==> src/rtl/warp_scan_ctrl.sv <==
// warp_scan_ctrl: raster sequencer for the homography warp unit.
// Walks the output frame pixel by pixel, issues each (x, y) to the warp unit,
// waits for its ready (with a watchdog), then writes the returned RGB565 pixel.
`timescale 1ns/1ps

module warp_scan_ctrl #(
    parameter int unsigned H_ACT   = 640,
    parameter int unsigned V_ACT   = 480,
    parameter int unsigned TIMEOUT = 64
) (
    input  logic        iCLK,
    input  logic        iRST,
    input  logic        iFRAME_START,
    output logic        oBUSY,
    output logic        oDONE,
    output logic        oERR,
    output logic [9:0]  oX,
    output logic [9:0]  oY,
    output logic        oSTART,
    input  logic        iREADY,
    input  logic [4:0]  iR,
    input  logic [5:0]  iG,
    input  logic [4:0]  iB,
    output logic        oWR,
    output logic [9:0]  oWR_X,
    output logic [9:0]  oWR_Y,
    output logic [15:0] oWR_DATA,
    input  logic        iWR_ACK
);

    localparam int unsigned CW     = 10;
    localparam int unsigned WAIT_W = $clog2(TIMEOUT);

    typedef enum logic [2:0] {
        IDLE  = 3'd0,
        ISSUE = 3'd1,
        WAIT  = 3'd2,
        WRITE = 3'd3,
        DONE  = 3'd4
    } state_t;

    state_t            state, state_n;
    logic [CW-1:0]     x_cnt, x_n;
    logic [CW-1:0]     y_cnt, y_n;
    logic [WAIT_W-1:0] wait_cnt, wait_n;
    logic              err_q, err_n;
    logic [15:0]       data_q, data_n;
    logic              busy_q, done_q, start_q, wr_q;

    logic x_end;
    logic last_px;

    // Raster position decode for wrap and end-of-frame
    assign x_end   = (x_cnt == CW'(H_ACT - 1));
    assign last_px = x_end && (y_cnt == CW'(V_ACT - 1));

    // Next-state, counter and data-path decisions
    always_comb begin
        state_n = state;
        x_n     = x_cnt;
        y_n     = y_cnt;
        wait_n  = wait_cnt;
        err_n   = err_q;
        data_n  = data_q;
        case (state)
            IDLE: begin
                if (iFRAME_START) begin
                    x_n     = '0;
                    y_n     = '0;
                    wait_n  = '0;
                    err_n   = 1'b0;
                    state_n = ISSUE;
                end
            end
            ISSUE: begin
                wait_n  = '0;
                state_n = WAIT;
            end
            WAIT: begin
                // ready takes priority over a watchdog expiry in the same cycle
                if (iREADY) begin
                    data_n  = {iR, iG, iB};
                    state_n = WRITE;
                end else if (wait_cnt == WAIT_W'(TIMEOUT - 1)) begin
                    err_n   = 1'b1;
                    data_n  = 16'h0000;
                    state_n = WRITE;
                end else begin
                    wait_n = wait_cnt + WAIT_W'(1);
                end
            end
            WRITE: begin
                if (iWR_ACK) begin
                    if (last_px) begin
                        // park the raster at the origin once the frame completes
                        x_n     = '0;
                        y_n     = '0;
                        state_n = DONE;
                    end else begin
                        if (x_end) begin
                            x_n = '0;
                            y_n = y_cnt + CW'(1);
                        end else begin
                            x_n = x_cnt + CW'(1);
                        end
                        state_n = ISSUE;
                    end
                end
            end
            DONE: begin
                state_n = IDLE;
            end
            default: begin
                state_n = IDLE;
            end
        endcase
    end

    // State, counters and registered outputs (strobes decoded from next state)
    always_ff @(posedge iCLK) begin
        if (iRST) begin
            state    <= IDLE;
            x_cnt    <= '0;
            y_cnt    <= '0;
            wait_cnt <= '0;
            err_q    <= 1'b0;
            data_q   <= '0;
            busy_q   <= 1'b0;
            done_q   <= 1'b0;
            start_q  <= 1'b0;
            wr_q     <= 1'b0;
        end else begin
            state    <= state_n;
            x_cnt    <= x_n;
            y_cnt    <= y_n;
            wait_cnt <= wait_n;
            err_q    <= err_n;
            data_q   <= data_n;
            busy_q   <= (state_n == ISSUE) || (state_n == WAIT) || (state_n == WRITE);
            done_q   <= (state_n == DONE);
            start_q  <= (state_n == ISSUE);
            wr_q     <= (state_n == WRITE);
        end
    end

    assign oBUSY    = busy_q;
    assign oDONE    = done_q;
    assign oERR     = err_q;
    assign oSTART   = start_q;
    assign oX       = x_cnt;
    assign oY       = y_cnt;
    assign oWR      = wr_q;
    assign oWR_X    = x_cnt;
    assign oWR_Y    = y_cnt;
    assign oWR_DATA = data_q;

endmodule

==> config.mk <==
export PLATFORM = sky130hd
export DESIGN_NAME = warp_scan_ctrl
export DESIGN_NICKNAME = d
export VERILOG_FILES = /design/src/rtl/warp_scan_ctrl.sv
export SDC_FILE = /design/constraint.sdc
export NUM_CORES = 1
export LEC_CHECK = 0
export BUFFER_PORTS_ARGS = -buffer_cell sky130_fd_sc_hd__clkbuf_2
export CAP_MARGIN = 0
export CORE_MARGIN = 3
export CORE_UTILIZATION = 53
export DETAILED_ROUTE_END_ITERATION = 16
export PLACE_DENSITY = 0.84
export SYNTH_ARGS = -nofsm -noshare
export SYNTH_HDL_FRONTEND = slang
export SYNTH_SLANG_ARGS = --single-unit
==> constraint.sdc <==
create_clock -name iCLK -period 5 [get_ports iCLK]
set_input_delay 1 -clock iCLK [delete_from_list [all_inputs] [get_ports iCLK]]
set_output_delay 1 -clock iCLK [all_outputs]
set_load 0.01 [all_outputs]
==> metrics.txt, run 1 <==
top cells by area, synth dfxtp_1, buf_4, nor2_1; post-route setup TNS 0 ns; Seq cells post-synth 50; Finished Layout Cells 372; vias in the first global route 1770; Slew HR 0.277; Routed Antenna Nets 0; final hold vios 0; Yosys warnings 0; dpl ws 2.38 ns; clock tree sinks 50; unrepaired setup endpoints after global routing false; Final Max Tran Viols 0; Sequential Area 0.00100 sq mm; critical path required time 5.19 ns; Setup Skew 0.0101 ns; vias per inst 5.59; Yosys cell types 44; area of the multi-input gates between 0.001 and 0.0015 sq mm; TritonRoute pass-1 iters 4; total CTS buffers 5; async set-or-reset flop fraction in the synthesized netlist 0; CTS tree built; routability cong. 0.807; # fillers ~380; H-tree lvl count 2; DR DRC count 0; WP data arrival 2.49 ns; Worst-path clk slew around 0.09 ns; maximum vdd drop approximately 0.18 mV; fmax 433 MHz; Commonest cells post-synth dfxtp_1, nor2_1, buf_4; minimum clock period roughly 2.3 ns; number of diodes 0; DRT Wirelength 4.92 mm; share of cells above drive strength 1 0.289; number of synthesized flops with an enable pin 0; critical path class in2reg; worst reg2reg setup slack 2.82 ns; IO Port Bufs 81; I/O pins 82; hpwl dp 3.58 mm; most frequent cell after synthesis dfxtp_1; Pwr Density 293 mW/mm^2; drt wl/cell ~13 um; status finished, final reports clean; crit start category input port; total die area 0.00530 sq mm; Seq pwr share 0.534; setup violators final 0; die height 72.8 um; Net Switching 200 uW; max-cap viol count 0; post-synthesis cell area 0.00237 sq mm; Critical Path Max Stage Delay between 0.4 and 0.5 ns; first-pass GRT wire length 7.98 mm; crit path cell chain clkbuf_2, or3b_2, a21oi_1, nand4_1, xor2_1, nor2_1; area share of the largest cell type after synthesis 0.423; part of the power in the clock network 0.345; ys flop type dfxtp_1; GRT Overall Usage 0.188; initial drt markers ~120; Seq/Total Area, Yosys 0.423; clock buffer depth 2; period utilisation layout 0.462; Congestion Overflow GR 0; worst hold path type reg2reg; cells after synthesis approximately 270; Area Growth Syn to Fin 14.9%; CP max stage cell or3b_2; clock latency on the worst-skew pair around 0.30 ns; Internal 595 uW; dpl cells 365; logic gate share of total power 0.120; initial antenna violation count 0; CP endpoint kind flop; row count 23; synthesized area per cell just under 9 sq um; Synthesized Nets 292; # nets final roughly 350; Critical Path Fanout Max 6; Worst Tran Pin Value 1.08 ns; CTS resizes 0; Vias 2078; post-synth top area cell dfxtp_1; switch share 0.252; Die Span X 72.8 um; Post-CTS Hold Fix Bufs 0; Post-CTS Setup Inserts 0; Static Leak 1.17 nW; Placeable Area 0.00414 sq mm; final worst slack 2.69 ns; clk root buf clkbuf_8; pin count of the biggest net entering global routing 36; Initial Utilization 0.571
per-layer routing:
metal,vias to the layer above,part of all wire,global-route usage
met1,962,0.45,0.243
met3,9,0.056,0.0455
met2,55,0.48,0.306
met4,0,0.013,0.0656
met5,-,0,0
li1,1052,-,-
placed cells by master, fill, tap and decap left out, types with 3 or more instances in the layout:
master / synthesis / routed
clkbuf_2: 0 / 81
a31oi_1: 6 / 6
nand4_1: 8 / 8
o21ai_0: 3 / 3
or4_1: 9 / 9
nor2_1: 40 / 40
xnor2_1: 7 / 7
and3_1: 4 / 4
a211oi_1: 4 / 4
a22oi_1: 17 / 17
ha_1: 3 / 3
a21oi_1: 11 / 11
inv_1: 3 / 3
xor2_1: 7 / 7
nand2_1: 13 / 13
dfxtp_1: 50 / 50
and2_1: 3 / 3
nand2b_1: 5 / 5
nand3_1: 13 / 13
clkbuf_8: 0 / 5
metrics by stage:
stage / utilization / cell area, sq um / total power, mW / hold WS [ns]
after floorplan: - / 2370 / 0.507 / 0.478
after global placement: 0.630 / 2610 / 0.527 / 0.477
after detailed placement: 0.630 / 2610 / 0.529 / 0.480
after CTS: 0.656 / 2720 / 0.804 / 0.495
after global routing: 0.656 / 2720 / 0.832 / 0.505
final: 0.656 / 2720 / 0.795 / 0.492
logic make-up after synthesis:
family	synth area share
adders and majority gates	0.0159
xor gates and xnor gates	0.0518
and+or+nand+nor	0.247
AOI/OAI and AO/OA	0.155
muxes	0.00846
buffers and inverters	0.0989
DFF	0.423
sequential cells by signal, indices dropped and copies added, names as in the netlist:
name	cells
oWR	1
oERR	1
wait_cnt	6
oBUSY	1
state	3
oDONE	1
oWR_DATA	16
oWR_X	10
oWR_Y	10
oSTART	1
path summary, 6_finish.rpt:
check,startpoint,to,cells past startpoint
hold reg to reg,oERR,oERR,2
setup reg to reg,state[0],oWR_Y[9],5
hold / removal,oERR,oERR,2
setup / recovery,iFRAME_START,oWR_X[6],6
cell type report:
cell class,count,area share
clock buffers,5,0.0253
multi-input cells,181,0.416
flip-flops and latches,50,0.368
repair buffers,81,0.149
inverters,3,0.00414
well taps,50,0.0230
clock inverters,2,0.0143
critical path, delay by kind of cell:
kind | cells | cell delay, ns
compound gates | 1 | 0.48
xor+xnor | 1 | 0.17
buf+inv | 1 | 0.12
simple gates | 3 | 0.73
power groups by stage:
| stage | registers [mW] | logic (mW) | clock network (mW) |
|---|---|---|---|
| floorplan | 0.432 | 0.0746 | 0 |
| global placement | 0.434 | 0.0935 | 0 |
| detailed placement | 0.434 | 0.0953 | 0 |
| CTS | 0.425 | 0.0960 | 0.283 |
| global route | 0.427 | 0.106 | 0.299 |
| finish | 0.425 | 0.0956 | 0.275 |
No activity file was read; power rests on OpenSTA's default activity.
==> run 2, diff against run 1 <==
--- a/config.mk
+++ b/config.mk
@@ -8,9 +8,9 @@
 export BUFFER_PORTS_ARGS = -buffer_cell sky130_fd_sc_hd__clkbuf_2
 export CAP_MARGIN = 0
 export CORE_MARGIN = 3
-export CORE_UTILIZATION = 53
+export CORE_UTILIZATION = 45
 export DETAILED_ROUTE_END_ITERATION = 16
-export PLACE_DENSITY = 0.84
+export PLACE_DENSITY = 0.76
 export SYNTH_ARGS = -nofsm -noshare
 export SYNTH_HDL_FRONTEND = slang
 export SYNTH_SLANG_ARGS = --single-unit
==> constraint.sdc (replaced) <==
create_clock -name iCLK -period 1.9 [get_ports iCLK]
set_input_delay 0.38 -clock iCLK [delete_from_list [all_inputs] [get_ports iCLK]]
set_output_delay 0.38 -clock iCLK [all_outputs]
set_load 0.01 [all_outputs]
==> run 2 against run 1 <==
Compared with the run above:
- sequential share of layout area fell by 4.6 points
- sequential power rose to 2.6 times the previous value
- first-iteration DRC count rose by 16%
- largest power group unchanged
- power rose to 2.8 times the previous value
- worst hold slack got worse by 0.19 ns
- global-route usage fell by 1.3 points
- clock power rose to 2.7 times the previous value
- non-clock buffer count rose by 40
- die area rose by 16%
- design area rose by 15%
- register-to-register slack got worse by 2.8 ns
==> metrics.txt, run 2 (synthesis results as in run 1) <==
share of cells above drive strength 1 0.405 (+0.116); GRT Overall Usage 0.175 (-0.0129); fmax roughly 540 MHz; crit start category flop; number of diodes 0 (unchanged); initial drt markers 144 (+16%); I/O pins 82 (unchanged); vias per inst 5.32 (-4.8%); Area Growth Syn to Fin 31.9%; drt wl/cell 13.3 um (+0.74%); Final Instance Area 0.00312 sq mm (+15%); Setup Skew 0.00783 ns (-0.00228 ns); CTS tree built; Final Max Tran Viols 0 (unchanged); most frequent cells in the layout clkbuf_2, dfxtp_1, nor2_1; hold_sp iR[2]; vias in the first global route 1942 (+9.7%); # nets final 386 (+12%); Die Span X 78.5 um (+7.8%); Vias 2286 (+10%); H-tree lvl count 2 (unchanged); crit path cell chain ha_4, nand2b_4, nor4_4, o21ai_4, buf_6, or4_1, a21oi_1; critical path class reg2reg; worst hold path type in2reg; Slew HR 0.562 (+0.285); die height 78.5 um (+7.8%); initial antenna violation count 0 (unchanged); total CTS buffers 5 (unchanged); dpl cells 415 (+14%); final hold vios 0 (unchanged); DR DRC count 0 (unchanged); worst hold slack 0.307 ns (-0.185 ns); setup violators final 0 (unchanged); total die area 0.00616 sq mm (+16%); row count 25 (+8.7%); Routed Antenna Nets 0 (unchanged); minimum clock period ~1.9 ns; clock buffer depth 2 (unchanged); CP max stage cell or4_1; Pwr Density 716 mW/mm^2 (+140%); critical path required time 2.14 ns (-3.05 ns); routability cong. 0.811 (+0.48%); status finished, final reports clean; CP bufs+invs 1 (unchanged); maximum vdd drop 0.478 mV (+170%); unrepaired setup endpoints after global routing true; period utilisation layout 0.982; clock tree sinks 50 (unchanged); Finished Layout Cells 430 (+16%); hpwl dp 4.11 mm (+15%); Critical Path Max Stage Delay 0.47 ns (about the same); pin count of the biggest net entering global routing 19 (-47%); Congestion Overflow GR 0 (unchanged); commonest non-fill, non-tap cell in the layout clkbuf_2; Placeable Area 0.00491 sq mm (+19%); Initial Utilization 0.482 (-0.0892); Critical Path Fanout Max 6 (unchanged); Static Leak 1.39 nW (+19%); DRT Wirelength 5.73 mm (+16%); DP Area 0.00288 sq mm (+10%); max-cap viol count 0 (unchanged); crit path launch oWR_X[0]; IO Port Bufs 81 (unchanged); CP endpoint kind flop; TritonRoute pass-1 iters 4 (unchanged); Worst-path clk slew 0.09 ns (about the same); clk root buf clkbuf_8; reg2reg start oWR_X[0]; total power 2.23 mW (+180%); first-pass GRT wire length 8.78 mm (+10%); max reg flops 16 (unchanged); # fillers 447 (+17%); delay-heaviest family, CP simple AND/OR/NAND/NOR gates; clock latency on the worst-skew pair 0.30 ns (about the same); WP data arrival 2.11 ns (-0.38 ns); Worst Tran Pin Value 0.656 ns (-0.420 ns)
==> run 2: changes by cell type in the layout (fill, tap and decap cells not counted), moves of 2 or more <==
cell,delta
dfxtp_2,+4
nand2b_1,-2
nand2b_4,+2
nor2_2,+2
buf_6,+3
nor2_1,-2
buf_4,+37
dfxtp_1,-4
==> run 2: repair_timing <==
item | 4_1_cts | 5_1_grt
endpoints found under the hold margin | 0 | 0
pin swaps | 0 | 10
hold buffers | 0 | 0
setup buffers | 0 | 7
endpoints found under the setup margin | 27 | 8
resized for setup | 4 | 19
==> run 2: worst paths after layout <==
| check | slack, ns | endpoint | cells past startpoint |
|---|---|---|---|
| setup / recovery | 0.03 | oWR_Y[5] | 7 |
| hold / removal | 0.31 | oWR_DATA[13] | 3 |
| setup reg to reg | 0.03 | oWR_Y[5] | 7 |
| hold reg to reg | 0.48 | oERR | 2 |
==> run 2: report_power, final <==
group	switching (mW)	internal (mW)
registers	0.0251	1.08
clock network	0.344	0.393
logic	0.207	0.182
==> run 2: final cells by class <==
cell class / instances / area [sq um] / area share
clock buffers: 6 / 72.6 / 0.0232
clock inverters: 2 / 37.5 / 0.0120
inverters: 3 / 11.3 / 0.00361
multi-input cells: 181 / 1190 / 0.382
flip-flops and latches: 50 / 1010 / 0.322
well taps: 67 / 83.8 / 0.0269
repair buffers: 121 / 717 / 0.230
==> run 2: metal layers <==
layer,vias up,part of all wire,wire length (um),global-route usage
met5,-,0,0,0
met4,0,0.019,111,0.0647
met3,14,0.053,305,0.0378
met2,85,0.48,2750,0.290
met1,1060,0.45,2560,0.222
li1,1127,-,-,-
==> run 2: metrics by stage <==
stage	TNS [ns]	utilization	worst slack, ns
3_3_place_gp	-0.144	0.587	-0.0148
6_report	0	0.636	0.0333
4_1_cts	0	0.613	0.00857
2_1_floorplan	0	-	0.00283
5_1_grt	-0.284	0.636	-0.0537
3_5_place_dp	-1.20	0.587	-0.0806
==> run 2: worst register-to-register path: stages (launching register included) <==
cell	delay, ns
dfxtp_2	0.36
ha_4	0.16
nand2b_4	0.06
nor4_4	0.34
o21ai_4	0.15
buf_6	0.15
or4_1	0.47
a21oi_1	0.13
